<file path="src/rtl/seg_pkg.sv">
// seg_pkg
// Shared types and constants for the seven-segment scan driver.
// A seg_t holds one digit pattern: index 0 is segment a, index 6 is segment g,
// and every segment is active-low (0 lights the segment).
package seg_pkg;

    typedef logic [0:6] seg_t;

    // Every segment off. Used for reset, guard intervals and blanked digits.
    localparam seg_t SEG_BLANK = 7'b1111111;
    // The pattern for the digit 0. Leading-zero blanking compares against it.
    localparam seg_t SEG_ZERO  = 7'b0000001;

    // Decimal digit patterns as produced by the upstream decoder.
    localparam seg_t SEG_D0 = 7'b0000001;
    localparam seg_t SEG_D1 = 7'b1001111;
    localparam seg_t SEG_D2 = 7'b0010010;
    localparam seg_t SEG_D3 = 7'b0000110;
    localparam seg_t SEG_D4 = 7'b1001100;
    localparam seg_t SEG_D5 = 7'b0100100;
    localparam seg_t SEG_D6 = 7'b0100000;
    localparam seg_t SEG_D7 = 7'b0001111;
    localparam seg_t SEG_D8 = 7'b0000000;
    localparam seg_t SEG_D9 = 7'b0000100;

endpackage

</file>
<file path="src/rtl/seg_scan_mux_if.sv">
// seg_scan_mux_if
// Bundles the decoder-facing inputs and the display-facing outputs of
// seg_scan_mux.
//   seg_in1..seg_in4 : units..thousands patterns from the decoder (active-low)
//   load             : one-cycle strobe capturing all four patterns
//   seg              : shared segment bus (active-low)
//   an               : anode enables, active-low, an[0] = units
//   upd_ack          : one-cycle pulse when new patterns reach the display
// master = the side feeding patterns, slave = the scan driver itself.
interface seg_scan_mux_if;
    import seg_pkg::*;

    seg_t       seg_in1;
    seg_t       seg_in2;
    seg_t       seg_in3;
    seg_t       seg_in4;
    logic       load;
    seg_t       seg;
    logic [3:0] an;
    logic       upd_ack;

    modport master (
        output seg_in1, seg_in2, seg_in3, seg_in4, load,
        input  seg, an, upd_ack
    );

    modport slave (
        input  seg_in1, seg_in2, seg_in3, seg_in4, load,
        output seg, an, upd_ack
    );

endinterface

</file>
<file path="src/rtl/seg_scan_timer.sv">
// seg_scan_timer
// Digit-slot timebase for the scan driver. A prescaler counts 0..DIV-1 and
// the slot index advances 0..3 each time the prescaler wraps.
//   clk, rst  : clock and synchronous active-high reset
//   idx       : current digit slot (0 = units)
//   guard     : high during the first GUARD cycles of each slot
//   frame_end : high on the last cycle of slot 3 (frame boundary)
module seg_scan_timer #(
    parameter int DIV   = 50000,
    parameter int GUARD = 16
) (
    input  logic       clk,
    input  logic       rst,
    output logic [1:0] idx,
    output logic       guard,
    output logic       frame_end
);

    localparam int PRE_W = $clog2(DIV);
    localparam logic [PRE_W-1:0] PRE_LAST  = PRE_W'(DIV - 1);
    localparam logic [PRE_W-1:0] GUARD_END = PRE_W'(GUARD);
    localparam logic [PRE_W-1:0] PRE_ONE   = PRE_W'(1);

    logic [PRE_W-1:0] pre;

    // Prescaler and slot index. The slot index is two bits wide, so it
    // wraps from 3 back to 0 on its own.
    always_ff @(posedge clk) begin
        if (rst) begin
            pre <= '0;
            idx <= '0;
        end else if (pre == PRE_LAST) begin
            pre <= '0;
            idx <= idx + 2'd1;
        end else begin
            pre <= pre + PRE_ONE;
        end
    end

    assign guard     = (pre < GUARD_END);
    assign frame_end = (pre == PRE_LAST) && (idx == 2'd3);

endmodule

</file>
<file path="src/rtl/seg_scan_mux.sv">
// seg_scan_mux
// Time-multiplexed driver for a four-digit common-anode seven-segment
// display. Patterns are captured into a staging register on load and copied
// into the displayed shadow register only at a frame boundary, so a frame
// never mixes old and new digits.
//   clk, rst : clock and synchronous active-high reset
//   bus      : seg_scan_mux_if slave (seg_in1..4, load in; seg, an, upd_ack out)
// Parameters: DIV cycles per digit slot, GUARD all-off cycles at the start of
// each slot, BLANK_LZ enables leading-zero blanking.
module seg_scan_mux
    import seg_pkg::*;
#(
    parameter int DIV      = 50000,
    parameter int GUARD    = 16,
    parameter int BLANK_LZ = 1
) (
    input  logic          clk,
    input  logic          rst,
    seg_scan_mux_if.slave bus
);

    logic [1:0] idx;
    logic       guard;
    logic       frame_end;

    seg_scan_timer #(
        .DIV   (DIV),
        .GUARD (GUARD)
    ) u_timer (
        .clk       (clk),
        .rst       (rst),
        .idx       (idx),
        .guard     (guard),
        .frame_end (frame_end)
    );

    // Element 0 is units, element 3 is thousands, matching an[0]..an[3].
    seg_t [3:0] seg_in_all;
    seg_t [3:0] staging;
    seg_t [3:0] shadow;
    logic       pending;
    logic       commit;

    assign seg_in_all = {bus.seg_in4, bus.seg_in3, bus.seg_in2, bus.seg_in1};

    // A commit happens at the frame boundary if anything is waiting, either
    // in staging or arriving on this very cycle.
    assign commit = frame_end && (pending || bus.load);

    // Staging and shadow. A load on the boundary cycle goes straight into
    // the shadow so the freshest patterns win and only one ack is produced.
    always_ff @(posedge clk) begin
        if (rst) begin
            staging <= {4{SEG_BLANK}};
            shadow  <= {4{SEG_BLANK}};
            pending <= 1'b0;
        end else if (commit) begin
            shadow  <= bus.load ? seg_in_all : staging;
            pending <= 1'b0;
        end else if (bus.load) begin
            staging <= seg_in_all;
            pending <= 1'b1;
        end
    end

    logic [3:0] blank;

    // A digit is dark when its pattern is already all-off (nothing to show,
    // so the anode stays off too) or when leading-zero blanking removes it.
    // Units can only go dark through the first rule.
    always_comb begin
        blank = '0;
        for (int k = 0; k < 4; k++) begin
            if (shadow[k] == SEG_BLANK) begin
                blank[k] = 1'b1;
            end
        end
        if (BLANK_LZ != 0) begin
            if (shadow[3] == SEG_ZERO) begin
                blank[3] = 1'b1;
            end
            if ((shadow[3] == SEG_ZERO) && (shadow[2] == SEG_ZERO)) begin
                blank[2] = 1'b1;
            end
            if ((shadow[3] == SEG_ZERO) && (shadow[2] == SEG_ZERO) &&
                (shadow[1] == SEG_ZERO)) begin
                blank[1] = 1'b1;
            end
        end
    end

    seg_t       seg_next;
    logic [3:0] an_next;

    // Drive for the current slot: dark during the guard interval to stop the
    // previous digit ghosting into this one, otherwise one anode low.
    always_comb begin
        seg_next = SEG_BLANK;
        an_next  = 4'b1111;
        if (!guard && !blank[idx]) begin
            an_next[idx] = 1'b0;
            seg_next     = shadow[idx];
        end
    end

    seg_t       seg_q;
    logic [3:0] an_q;
    logic       ack_q;

    // Output registers give a glitch-free display bus and a fixed one-cycle
    // latency from the scan state.
    always_ff @(posedge clk) begin
        if (rst) begin
            seg_q <= SEG_BLANK;
            an_q  <= 4'b1111;
            ack_q <= 1'b0;
        end else begin
            seg_q <= seg_next;
            an_q  <= an_next;
            ack_q <= commit;
        end
    end

    assign bus.seg     = seg_q;
    assign bus.an      = an_q;
    assign bus.upd_ack = ack_q;

endmodule

</file>
<file path="src/flat_wrapper.sv">
// flat-port wrapper written by rule: the top's interface ports become plain ports
module seg_scan_mux_flat import seg_pkg::*;
#(
    parameter int DIV      = 50000,
    parameter int GUARD    = 16,
    parameter int BLANK_LZ = 1
)
  (clk, rst, bus_seg_in1, bus_seg_in2, bus_seg_in3, bus_seg_in4, bus_load, bus_seg, bus_an, bus_upd_ack);
  seg_scan_mux_if bus_i ();
  input  logic clk;
  input  logic rst;
  input wire logic [$bits(bus_i.seg_in1)-1:0] bus_seg_in1;
  input wire logic [$bits(bus_i.seg_in2)-1:0] bus_seg_in2;
  input wire logic [$bits(bus_i.seg_in3)-1:0] bus_seg_in3;
  input wire logic [$bits(bus_i.seg_in4)-1:0] bus_seg_in4;
  input wire logic [$bits(bus_i.load)-1:0] bus_load;
  output wire logic [$bits(bus_i.seg)-1:0] bus_seg;
  output wire logic [$bits(bus_i.an)-1:0] bus_an;
  output wire logic [$bits(bus_i.upd_ack)-1:0] bus_upd_ack;
  assign bus_i.seg_in1 = bus_seg_in1;
  assign bus_i.seg_in2 = bus_seg_in2;
  assign bus_i.seg_in3 = bus_seg_in3;
  assign bus_i.seg_in4 = bus_seg_in4;
  assign bus_i.load = bus_load;
  assign bus_seg = bus_i.seg;
  assign bus_an = bus_i.an;
  assign bus_upd_ack = bus_i.upd_ack;
  seg_scan_mux #(.DIV(DIV), .GUARD(GUARD), .BLANK_LZ(BLANK_LZ)) u_core (.clk(clk), .rst(rst), .bus(bus_i));
endmodule
</file>
<file path="config.mk">
export PLATFORM = sky130hd
export DESIGN_NAME = seg_scan_mux_flat
export DESIGN_NICKNAME = d
export VERILOG_FILES = /design/src/rtl/seg_pkg.sv /design/src/rtl/seg_scan_mux_if.sv /design/src/rtl/seg_scan_timer.sv /design/src/rtl/seg_scan_mux.sv /design/src/flat_wrapper.sv
export SDC_FILE = /design/constraint.sdc
export NUM_CORES = 1
export LEC_CHECK = 0
export CORE_MARGIN = 1
export CORE_UTILIZATION = 26
export CTS_BUF_LIST = sky130_fd_sc_hd__clkbuf_16
export CTS_CLUSTER_DIAMETER = 200
export CTS_CLUSTER_SIZE = 24
export DETAILED_ROUTE_END_ITERATION = 12
export SYNTH_ARGS = -nofsm -noshare
export SYNTH_HDL_FRONTEND = slang
export SYNTH_SLANG_ARGS = --single-unit
</file>
<file path="constraint.sdc">
create_clock -name clk -period 2.2 [get_ports clk]
set_input_delay 0.33 -clock clk [delete_from_list [all_inputs] [get_ports clk]]
set_output_delay 0.33 -clock clk [all_outputs]
set_load 0.01 [all_outputs]
</file>
**Yosys cells after proc, flatten, opt, wreduce, memory -nomap -nowiden**

Index checks and enable logic that the tools add are counted.

- $lt $le $gt $ge: 3
- Muxes and demuxes: 14
- Bitwise gates (word level): 2
- Equal/unequal tests: 9
- Add/sub/neg operators: 2
- Reduce and logical (&&, ||, !) cells: 12

Operators by type and width:

| operator | count |
|---|---|
| 7-bit equality test, second input constant | 4 |
| 28-bit 2-to-1 mux | 1 |
| 7-bit by 1-bit equality test with 1-bit output, second input constant | 3 |
| 16-bit by 1-bit adder with 16-bit output, second input constant | 1 |
| 16-bit equality test, second input constant | 1 |
| 16-bit by 5-bit less-than comparator with 1-bit output, second input constant | 1 |
| 7-bit binary-select mux with 2-bit select | 1 |
| 1-bit 2-to-1 mux | 9 |
| 7-bit 2-to-1 mux | 1 |
| 1-bit logical AND | 6 |
| 2-bit OR reduction | 3 |
| 4-bit inverter | 1 |
| 2-bit by 3-bit less-than comparator with 1-bit output, second input constant | 1 |
| 2-bit by 1-bit adder with 2-bit output, second input constant | 1 |
| 1-bit binary-select mux with 2-bit select | 1 |
| 1-bit demux with 2-bit select | 1 |
| 2-bit equality test, second input constant | 1 |
| 2-bit by 1-bit greater-or-equal comparator with 1-bit output, second input constant | 1 |
| 1-bit logical NOT | 2 |
| 1-bit logical OR | 1 |
| 1-bit inverter | 1 |

- Flip-flop bits (word level): 87
- Bits of input ports: 31
- Logic and storage cells: 56

**Longest topological paths before layout**

Gate-level depths: netlist of the first run.

- Word-level depth: 10
- Mapped depth: 8

**By module**

Synthesis of the first run repeated with hierarchy kept, for this count alone.

- Cell total of the unflattened synthesis: 352
- Area total of the unflattened synthesis: 3614.7 µm²

By module, submodules not included:

| module | instances | cells each | sequential area each (µm²) | area an instance (µm²) |
|---|---|---|---|---|
| seg_scan_mux | 1 | 260 | 1381.3 | 2766.4 |
| seg_scan_timer | 1 | 92 | 360.3 | 848.3 |

**Worst setup path after synthesis of the first run**

No wires, ideal clock.

- Path kind: register -> register
- Start point: register u_core.u_timer.pre[0]
- End point: register u_core.shadow[10] (netlist bit)
- Path buffers: 2
- Setup slack: 0.542 ns
- Cell stages (with the launch flop): 8
- Required time: 2.063 ns
- Data arrival time: 1.521 ns
- Clock period less this slack: 1.658 ns
- Library setup time: 0.137 ns
- Path through: dfxtp_1 -> ha_1 -> and3_1 -> nand4_1 -> nor4_2 -> buf_4 -> buf_2 -> a31oi_1

- Word-level cells in the longest chain between the ends: 3

Ends and longest elaborated chain:

| what | RTL line | text |
|---|---|---|
| from (decl) | seg_scan_timer.sv:24 | `logic [PRE_W-1:0] pre;` |
| from (signal assigned) | seg_scan_timer.sv:36 | `pre <= pre + PRE_ONE;` |
| 16-bit equality test | seg_scan_timer.sv:41 | `assign frame_end = (pre == PRE_LAST) && (idx == 2'd3);` |
| 1-bit logical AND | seg_scan_timer.sv:41 |  |
| 1-bit logical AND | seg_scan_mux.sv:48 | `assign commit = frame_end && (pending \|\| bus.load);` |
| to (signal assigned) | seg_scan_mux.sv:55 | `shadow <= {4{SEG_BLANK}};` |
| to (signal assigned) | seg_scan_mux.sv:58 | `shadow <= bus.load ? seg_in_all : staging;` |
| to (decl) | seg_scan_mux.sv:40 | `seg_t [3:0] shadow;` |

Every way passes these cells.
A chain may end at the register's enable or synchronous reset.

**Worst setup path in the final report of the first run**

- Start point: register u_core.u_timer.pre[0]
- End point: register u_core.staging[23] (netlist bit)

- Word-level cells in the longest chain between the ends: 3

Ends and longest elaborated chain:

| what | RTL line | text |
|---|---|---|
| 16-bit equality test | seg_scan_timer.sv:41 |  |
| 1-bit logical AND | seg_scan_timer.sv:41 |  |
| 1-bit logical AND | seg_scan_mux.sv:48 |  |
| to (signal assigned) | seg_scan_mux.sv:54 | `staging <= {4{SEG_BLANK}};` |
| to (signal assigned) | seg_scan_mux.sv:61 | `staging <= seg_in_all;` |
| to (decl) | seg_scan_mux.sv:39 | `seg_t [3:0] staging;` |

Every way passes these cells.

==> results.md, run 1 <==
| Group | Quantity | Value |
| --- | --- | --- |
| sta | Total Negative Setup Slacks | 0 ns |
| synth | Number of warning messages in the yosys log | 0 |
| sta | Setup clock skew after layout | 0.0103 ns |
| synth | Number of flops mapped to enable cells by yosys | 0 |
| sta | Max-slew violation total from the final report | 0 |
| cells and area | Antenna diode count | 0 |
| synth | Synth cell count leaders | dfxtp_1 (87), nand2_1 (72), a21oi_1 (32), nor3_1 (32), a31oi_1 (29) |
| run status | Result of the run | completed |
| clock tree | Root buffer cell | clkbuf_16 |
| synth | Post-synthesis adder-cell area fraction | 0.0168 |
| global routing | Initial antenna violation count | 0 |
| cells and area | Synth-to-layout area growth | 23.8% |
| sta | Unrepaired setup endpoints after global routing | no |
| floorplanning | Core region area | 0.0139 mm² |
| clock tree | Clock transition at path regs | 0.06 ns |
| critical path | Largest stage delay, worst path | 0.60 ns |
| critical path | Data required time of the worst path | 2.48 ns |
| critical path | Data arrival at the endpoint of the critical path | 2.31 ns |
| sta | Timing-limited maximum frequency | 0.493 GHz |
| synth | Cell count after synthesis | 409 |
| sta | Final worst-path cycle share | 0.923 |
| critical path | Cell family with most CP delay | compound AO/OA/AOI/OAI gates |
| global routing | Number of global-route vias before repair | 2873 |
| clock tree | Maximum buffer depth of the clock tree | 2 |
| synth | Share of the synthesized area in compound gates (AO/OA/AOI/OAI) | 0.110 |
| synth | Seq/Total Area, Yosys | 0.466 |
| clock tree | Clock tree from TritonCTS | yes |
| global routing | Pin count of the biggest net entering global routing | 60 |
| clock tree | Count of cells resized by post-cts repair | 0 |
| detailed routing | Vias after detailed routing | 2999 |
| clock tree | Number of buffers created by CTS | 9 |
| sta | Setup-failing EPs final | 0 |
| critical path | Crit Path Class | reg2reg |
| floorplanning | Vertical die dimension | 122 µm |
| detailed routing | Count of routing violations after the opening detailed-route iteration | 170 |
| global routing | Wire length of the first global-routing pass | 14600 µm |
| cells and area | Fraction of final layout cells with drive strength greater than 1 | 0.0846 |
| clock tree | H-tree levels | 3 |
| critical path | Crit-path cells | ha_1 > and4_1 > and4_1 > a21boi_2 > buf_12 > a21oi_1 > nand2_1 |
| synth | Ranking of synthesized cells by area | dfxtp_1 (47%), mux2i_1 (7.5%), nand2_1 (7.2%), a31oi_1 (4.9%), a21oi_1 (4.3%) |
| place | Detailed-placement wirelength estimate | 6130 µm |
| sta | Clock period minus final worst setup slack | 2.03 ns |
| floorplanning | Site row count | 43 |
| synth | Post-synth top flop | dfxtp_1 |
| detailed routing | Avg Vias per Cell | 4.77 |
| cells and area | Utilization of the core after routing | 0.332 |
| critical path | Sort of element at the start of the critical path | flip-flop |
| detailed routing | Routed wire length | 8570 µm |
| power and ir drop | P_leak | 0.00174 µW |
| sta | Max_slew headroom | 0.493 |
| synth | Post-synthesis mux area share | 0.117 |
| min path | Class of the worst hold path | reg2reg |
| clock tree | Setup Buffers After CTS | 0 |
| synth | Xor/xnor cell area share of the yosys netlist | 0.0328 |
| power and ir drop | Power Total | 3350 µW |
| critical path | Type of destination of the critical path | flip-flop |
| detailed routing | DRC violation count after routing | 0 |
| clock tree | Clk_lat worst skew | 0.34 ns |
| synth | Synthesized cell area | 0.00373 mm² |
| synth | Async SR Flop Fraction | 0 |
| job | Max-capacitance violation count | 0 |
| clock tree | Count of hold-fix buffers inserted at cts | 0 |
| synth | Share of Yosys cell area claimed by the top area cell type | 0.466 |
| cells and area | Finished Cell Area | 0.00462 mm² |
| detailed routing | Detailed Routing Iterations Pass 1 | 4 |
| global routing | Gr usage total | 0.127 |
| clock tree | Sink Count | 87 |
| cells and area | Total number of nets in the final design | 480 |
| detailed routing | Routed wire length per instance | 13.6 µm |
| floorplanning | Boundary Pins | 43 |
| sta | Slew @ Worst Pin | 0.757 ns |
| power and ir drop | Peak ir drop on the vdd network | 0.331 mV |
| detailed routing | Residual antenna-violating net count after detailed routing | 0 |
| synth | Most frequently used cell type in the post-synthesis netlist | dfxtp_1 |
| place | Weighted congestion at the end of routability-driven global placement | 0.923 |
| place | Area after DPL | 0.00434 mm² |
| power and ir drop | PwrDens | 724 mW/mm² |
| floorplanning | Die Area | 0.0148 mm² |
| critical path | Combined buffer and inverter count along the critical path | 1 |
| critical path | Critical Path Most Common Cell | and4_1 |
| synth | Unique cell type count in the Yosys netlist | 38 |
| place | Input/output buffers | 42 |
| critical path | Peak fanout along the critical path | 16 |
| synth | Largest family of logic cells by synthesized area | simple AND/OR/NAND/NOR gates |
| synth | Number of storage elements in the synthesis netlist | 87 |
| synth | Post-synthesis cell type with the largest combined area | dfxtp_1 |
| synth | Mapped Nets | 445 |
| floorplanning | Initial core utilization | 0.268 |
| critical path | CP max stage cell | a21boi_2 |
| global routing | Aggregate global routing overflow | 0 |
| synth | Avg Inst Size Synth | 9.13 µm² |
| floorplanning | Die extent in x | 122 µm |
| synth | Simple-gate portion of the synthesized area | 0.214 |
| sta | Final hold violation count | 0 |
==> worst reg2reg max path: stages, from the launching register on <==
cell and delay [ns]:
dfxtp_1 0.32, ha_1 0.24, and4_1 0.17, and4_1 0.24, a21boi_2 0.60, buf_12 0.23
a21oi_1 0.07, nand2_1 0.10
==> cell type report <==
| type | instances | area, µm² |
|---|---|---|
| repair buffers | 51 | 503 |
| multi-input cells | 289 | 1840 |
| flip-flops and latches | 87 | 1740 |
| well taps | 180 | 225 |
| inverters | 6 | 22.5 |
| fillers | 1404 | 9310 |
| clock buffers | 9 | 225 |
| clock inverters | 7 | 63.8 |
==> layout by cell type, fill, tap and decap left out, types with 7 or more instances in the layout <==
| master | count |
|---|---|
| clkdlybuf4s50_1 | 40 |
| clkbuf_16 | 9 |
| buf_4 | 7 |
| nor3_1 | 32 |
| nand2_1 | 72 |
| nand4_1 | 12 |
| mux4_2 | 7 |
| dfxtp_1 | 87 |
| a31oi_1 | 29 |
| a21oi_1 | 32 |
| nor2_1 | 19 |
| mux2i_1 | 28 |
| xor2_1 | 7 |
| xnor2_1 | 7 |
==> cells by family after synthesis <==
kind of cell	count (synthesis)
buffers and inverters	33
xor gates and xnor gates	14
DFF	87
muxes	35
AOI/OAI and AO/OA	70
adders and majority gates	5
and+or+nand+nor	165
==> stage by stage <==
| step | hold slack, ns | std cells | setup slack, ns |
|---|---|---|---|
| after detailed placement | 0.429 | 613 | 0.163 |
| final | 0.435 | 629 | 0.170 |
| after floorplan | 0.415 | 409 | 0.542 |
| after global routing | 0.452 | 629 | 0.0228 |
| after global placement | 0.423 | 613 | 0.226 |
| after CTS | 0.437 | 629 | 0.146 |
==> worst paths after layout <==
check	startpoint	end	slack, ns	depth (start not counted)
setup / recovery	u_core.u_timer.pre[0]	u_core.staging[23]	0.17	7
hold / removal	u_core.staging[14]	u_core.staging[14]	0.43	2
setup reg to reg	u_core.u_timer.pre[0]	u_core.staging[23]	0.17	7
hold reg to reg	u_core.staging[14]	u_core.staging[14]	0.43	2
==> metal layers <==
layer | vias to the layer above | track usage | share of wire
met3 | 15 | 0.0365 | 0.049
li1 | 1530 | - | -
met4 | 0 | 0.0579 | 0.023
met2 | 68 | 0.190 | 0.45
met5 | - | 0 | 0
met1 | 1386 | 0.167 | 0.48
==> power by group <==
part           switching (µW)  internal (µW)
combinational             122            110
sequential               20.5           1620
clock                     607            869
total                     749           2600
==> flip-flops by register name, summed over array words and instances (netlist names) <==
signal              cells
u_core.bus.seg          7
u_core.bus.an           4
u_core.u_timer.idx      2
u_core.shadow          28
u_core.bus.upd_ack      1
u_core.u_timer.pre     16
u_core.pending          1
u_core.staging         28
Note: power is estimated with default switching activity, not from simulation.
==> run 2, diff against run 1 <==
--- a/config.mk
+++ b/config.mk
@@ -6,11 +6,12 @@
 export NUM_CORES = 1
 export LEC_CHECK = 0
 export CORE_MARGIN = 1
-export CORE_UTILIZATION = 26
+export CORE_UTILIZATION = 55
 export CTS_BUF_LIST = sky130_fd_sc_hd__clkbuf_16
 export CTS_CLUSTER_DIAMETER = 200
 export CTS_CLUSTER_SIZE = 24
 export DETAILED_ROUTE_END_ITERATION = 12
+export PLACE_DENSITY = 0.78
 export SYNTH_ARGS = -nofsm -noshare
 export SYNTH_HDL_FRONTEND = slang
 export SYNTH_SLANG_ARGS = --single-unit
==> results.md, run 2 (synthesis results as in run 1) <==
| Group | Quantity | Value | Delta |
| --- | --- | --- | --- |
| run status | Result of the run | complete, but fails checks |  |
| run status | Violated checks | DRC |  |
| global routing | Aggregate global routing overflow | 0 | unchanged |
| global routing | Pin count of the biggest net entering global routing | 60 | unchanged |
| critical path | Cell family with most CP delay | simple AND/OR/NAND/NOR gates |  |
| sta | Max_slew headroom | 0.528 | +0.0353 |
| detailed routing | Avg Vias per Cell | 5.99 | +26% |
| sta | Clock period minus final worst setup slack | 1.95 ns | -0.0754 ns |
| clock tree | Number of buffers created by CTS | 9 | unchanged |
| cells and area | Total number of nets in the final design | 480 | unchanged |
| cells and area | Most frequent standard cell in the layout excluding fill and tap cells | dfxtp_1 |  |
| critical path | Largest stage delay, worst path | 0.36 ns | -0.24 ns |
| cells and area | Synth-to-layout area growth | 19.9% |  |
| floorplanning | Vertical die dimension | 84.4 µm | -31% |
| global routing | Wire length of the first global-routing pass | 14100 µm | -4.0% |
| clock tree | Clock transition at path regs | 0.06 ns | about the same |
| cells and area | Fill cells | 508 | -64% |
| critical path | Type of destination of the critical path | flip-flop |  |
| detailed routing | Routed wire length | 8330 µm | -2.8% |
| global routing | Number of global-route vias before repair | 2922 | +1.7% |
| floorplanning | Initial core utilization | 0.578 | +0.310 |
| detailed routing | Vias after detailed routing | 3150 | +5.0% |
| floorplanning | Die extent in x | 84.4 µm | -31% |
| clock tree | Setup Buffers After CTS | 0 | unchanged |
| clock tree | Count of hold-fix buffers inserted at cts | 0 | unchanged |
| floorplanning | Core region area | 0.00646 mm² | -54% |
| power and ir drop | Peak ir drop on the vdd network | 0.501 mV | +51% |
| floorplanning | Site row count | 29 | -33% |
| critical path | Peak fanout along the critical path | 23 | +7 |
| power and ir drop | P_leak | 0.00173 µW | -0.35% |
| sta | Total Negative Setup Slacks | 0 ns | unchanged |
| sta | Final hold violation count | 0 | unchanged |
| place | Input/output buffers | 42 | unchanged |
| detailed routing | Residual antenna-violating net count after detailed routing | 0 | unchanged |
| sta | Slew @ Worst Pin | 0.708 ns | -0.0485 ns |
| critical path | Data arrival at the endpoint of the critical path | 2.23 ns | -0.08 ns |
| job | Max-capacitance violation count | 0 | unchanged |
| clock tree | Maximum buffer depth of the clock tree | 2 | unchanged |
| place | Weighted congestion at the end of routability-driven global placement | 0.948 | +2.7% |
| min path | Class of the worst hold path | in2reg |  |
| detailed routing | Count of routing violations after the opening detailed-route iteration | 248 | +46% |
| sta | Final worst-path cycle share | 0.889 | -0.0343 |
| cells and area | Fraction of final layout cells with drive strength greater than 1 | 0.0826 | -0.00204 |
| critical path | Crit Path Class | reg2reg |  |
| place | Detailed-placement wirelength estimate | 5570 µm | -9.1% |
| sta | Max-slew violation total from the final report | 0 | unchanged |
| sta | Unrepaired setup endpoints after global routing | no |  |
| critical path | Critical Path Most Common Cell | and4_1 |  |
| clock tree | Root buffer cell | clkbuf_16 |  |
| critical path | Sort of element at the start of the critical path | flip-flop |  |
| sta | Setup clock skew after layout | 0.00630 ns | -0.00396 ns |
| sta | Setup-failing EPs final | 0 | unchanged |
| clock tree | Sink Count | 87 | unchanged |
| clock tree | H-tree levels | 3 | unchanged |
| sta | Timing-limited maximum frequency | 0.512 GHz | +3.9% |
| detailed routing | Routed wire length per instance | 15.8 µm | +16% |
| critical path | Data required time of the worst path | 2.48 ns | about the same |
| global routing | Initial antenna violation count | 1 | +1 |
| detailed routing | Detailed Routing Iterations Pass 1 | 9 | +5 |
| critical path | Combined buffer and inverter count along the critical path | 1 | unchanged |
| critical path | CP max stage cell | buf_4 |  |
| critical path | Crit-path cells | ha_1 > and4_1 > and4_1 > a21boi_2 > buf_4 > a21oi_1 > nand2_1 |  |
| floorplanning | Boundary Pins | 43 | unchanged |
| cells and area | Registers with the highest flip-flop counts | u_core.shadow x28, u_core.staging x28, u_core.u_timer.pre x16 |  |
| clock tree | Clk_lat worst skew | 0.34 ns | about the same |
| global routing | Gr usage total | 0.254 | +0.127 |
| detailed routing | DRC violation count after routing | 8 | +8 |
| floorplanning | Die Area | 0.00712 mm² | -52% |
| power and ir drop | PwrDens | 739 mW/mm² | +2.1% |
| cells and area | Most frequent cells in the layout | dfxtp_1 (86), nand2_1 (72), clkdlybuf4s50_1 (40), nor3_1 (32), a21oi_1 (32) |  |
| clock tree | Clock tree from TritonCTS | yes |  |
| sta | Worst Hold Margin | 0.407 ns | -0.0278 ns |
-- run 2: changes by cell type in the layout (fill, tap and decap cells not counted), sizes merged --
cell	before	now
clkinv	5	3
diode	0	1
inv	6	7
-- run 2: repair_timing --
action | in CTS | in global routing
resized for setup | 0 | 1
hold endpoints to repair | 0 | 0
setup endpoints to repair | 0 | 5
-- run 2: layer usage --
metal	global-route usage	part of all wire
met5	0	0
met4	0.139	0.023
met3	0.0452	0.056
met2	0.382	0.46
met1	0.349	0.46
-- run 2: worst min-delay path: cells and delay by family --
family	cells	cell delay, ns
buffers and inverters	2	0.16
and+or+nand+nor	1	0.12
AOI/OAI and AO/OA	1	0.10
-- run 2: worst paths after layout --
check,start,endpoint,slack (ns),cells past startpoint
setup reg to reg,u_core.u_timer.pre[0],u_core.staging[19],0.25,7
hold / removal,rst,u_core.bus.seg[0],0.41,4
hold reg to reg,u_core.staging[20],u_core.staging[20],0.43,2
setup / recovery,u_core.u_timer.pre[0],u_core.staging[19],0.25,7
-- run 2: layout make-up --
type	count	area, µm²	area share
inverters	6	22.5	0.00503
clock buffers	9	225	0.0503
well taps	77	96.3	0.0215
flip-flops and latches	87	1740	0.389
repair buffers	51	490	0.110
clock inverters	6	53.8	0.0120
multi-input cells	289	1840	0.412
diodes	1	2.50	0.000559
-- run 2: through the flow --
step,instances,instance area [µm²],power [µW],utilization,worst slack (ns)
floorplan,409,3730,1810,-,0.542
global route,526,4480,3430,0.693,0.107
finish,526,4480,3310,0.693,0.245
global placement,510,4190,1890,0.649,0.292
detailed placement,510,4190,1900,0.649,0.229
CTS,525,4470,3330,0.693,0.185
-- run 2: power by group --
group	total [µW]	internal [µW]	switching, µW
Clock	1440	858	584
Sequential	1640	1620	21.8
Combinational	226	106	120
==> run 3, diff against run 2 <==
--- a/config.mk
+++ b/config.mk
@@ -5,7 +5,6 @@
 export SDC_FILE = /design/constraint.sdc
 export NUM_CORES = 1
 export LEC_CHECK = 0
-export CORE_MARGIN = 1
 export CORE_UTILIZATION = 55
 export CTS_BUF_LIST = sky130_fd_sc_hd__clkbuf_16
 export CTS_CLUSTER_DIAMETER = 200
==> results of run 3 <==
No change in the layout: final DEF, timing and power equal those of run 2.
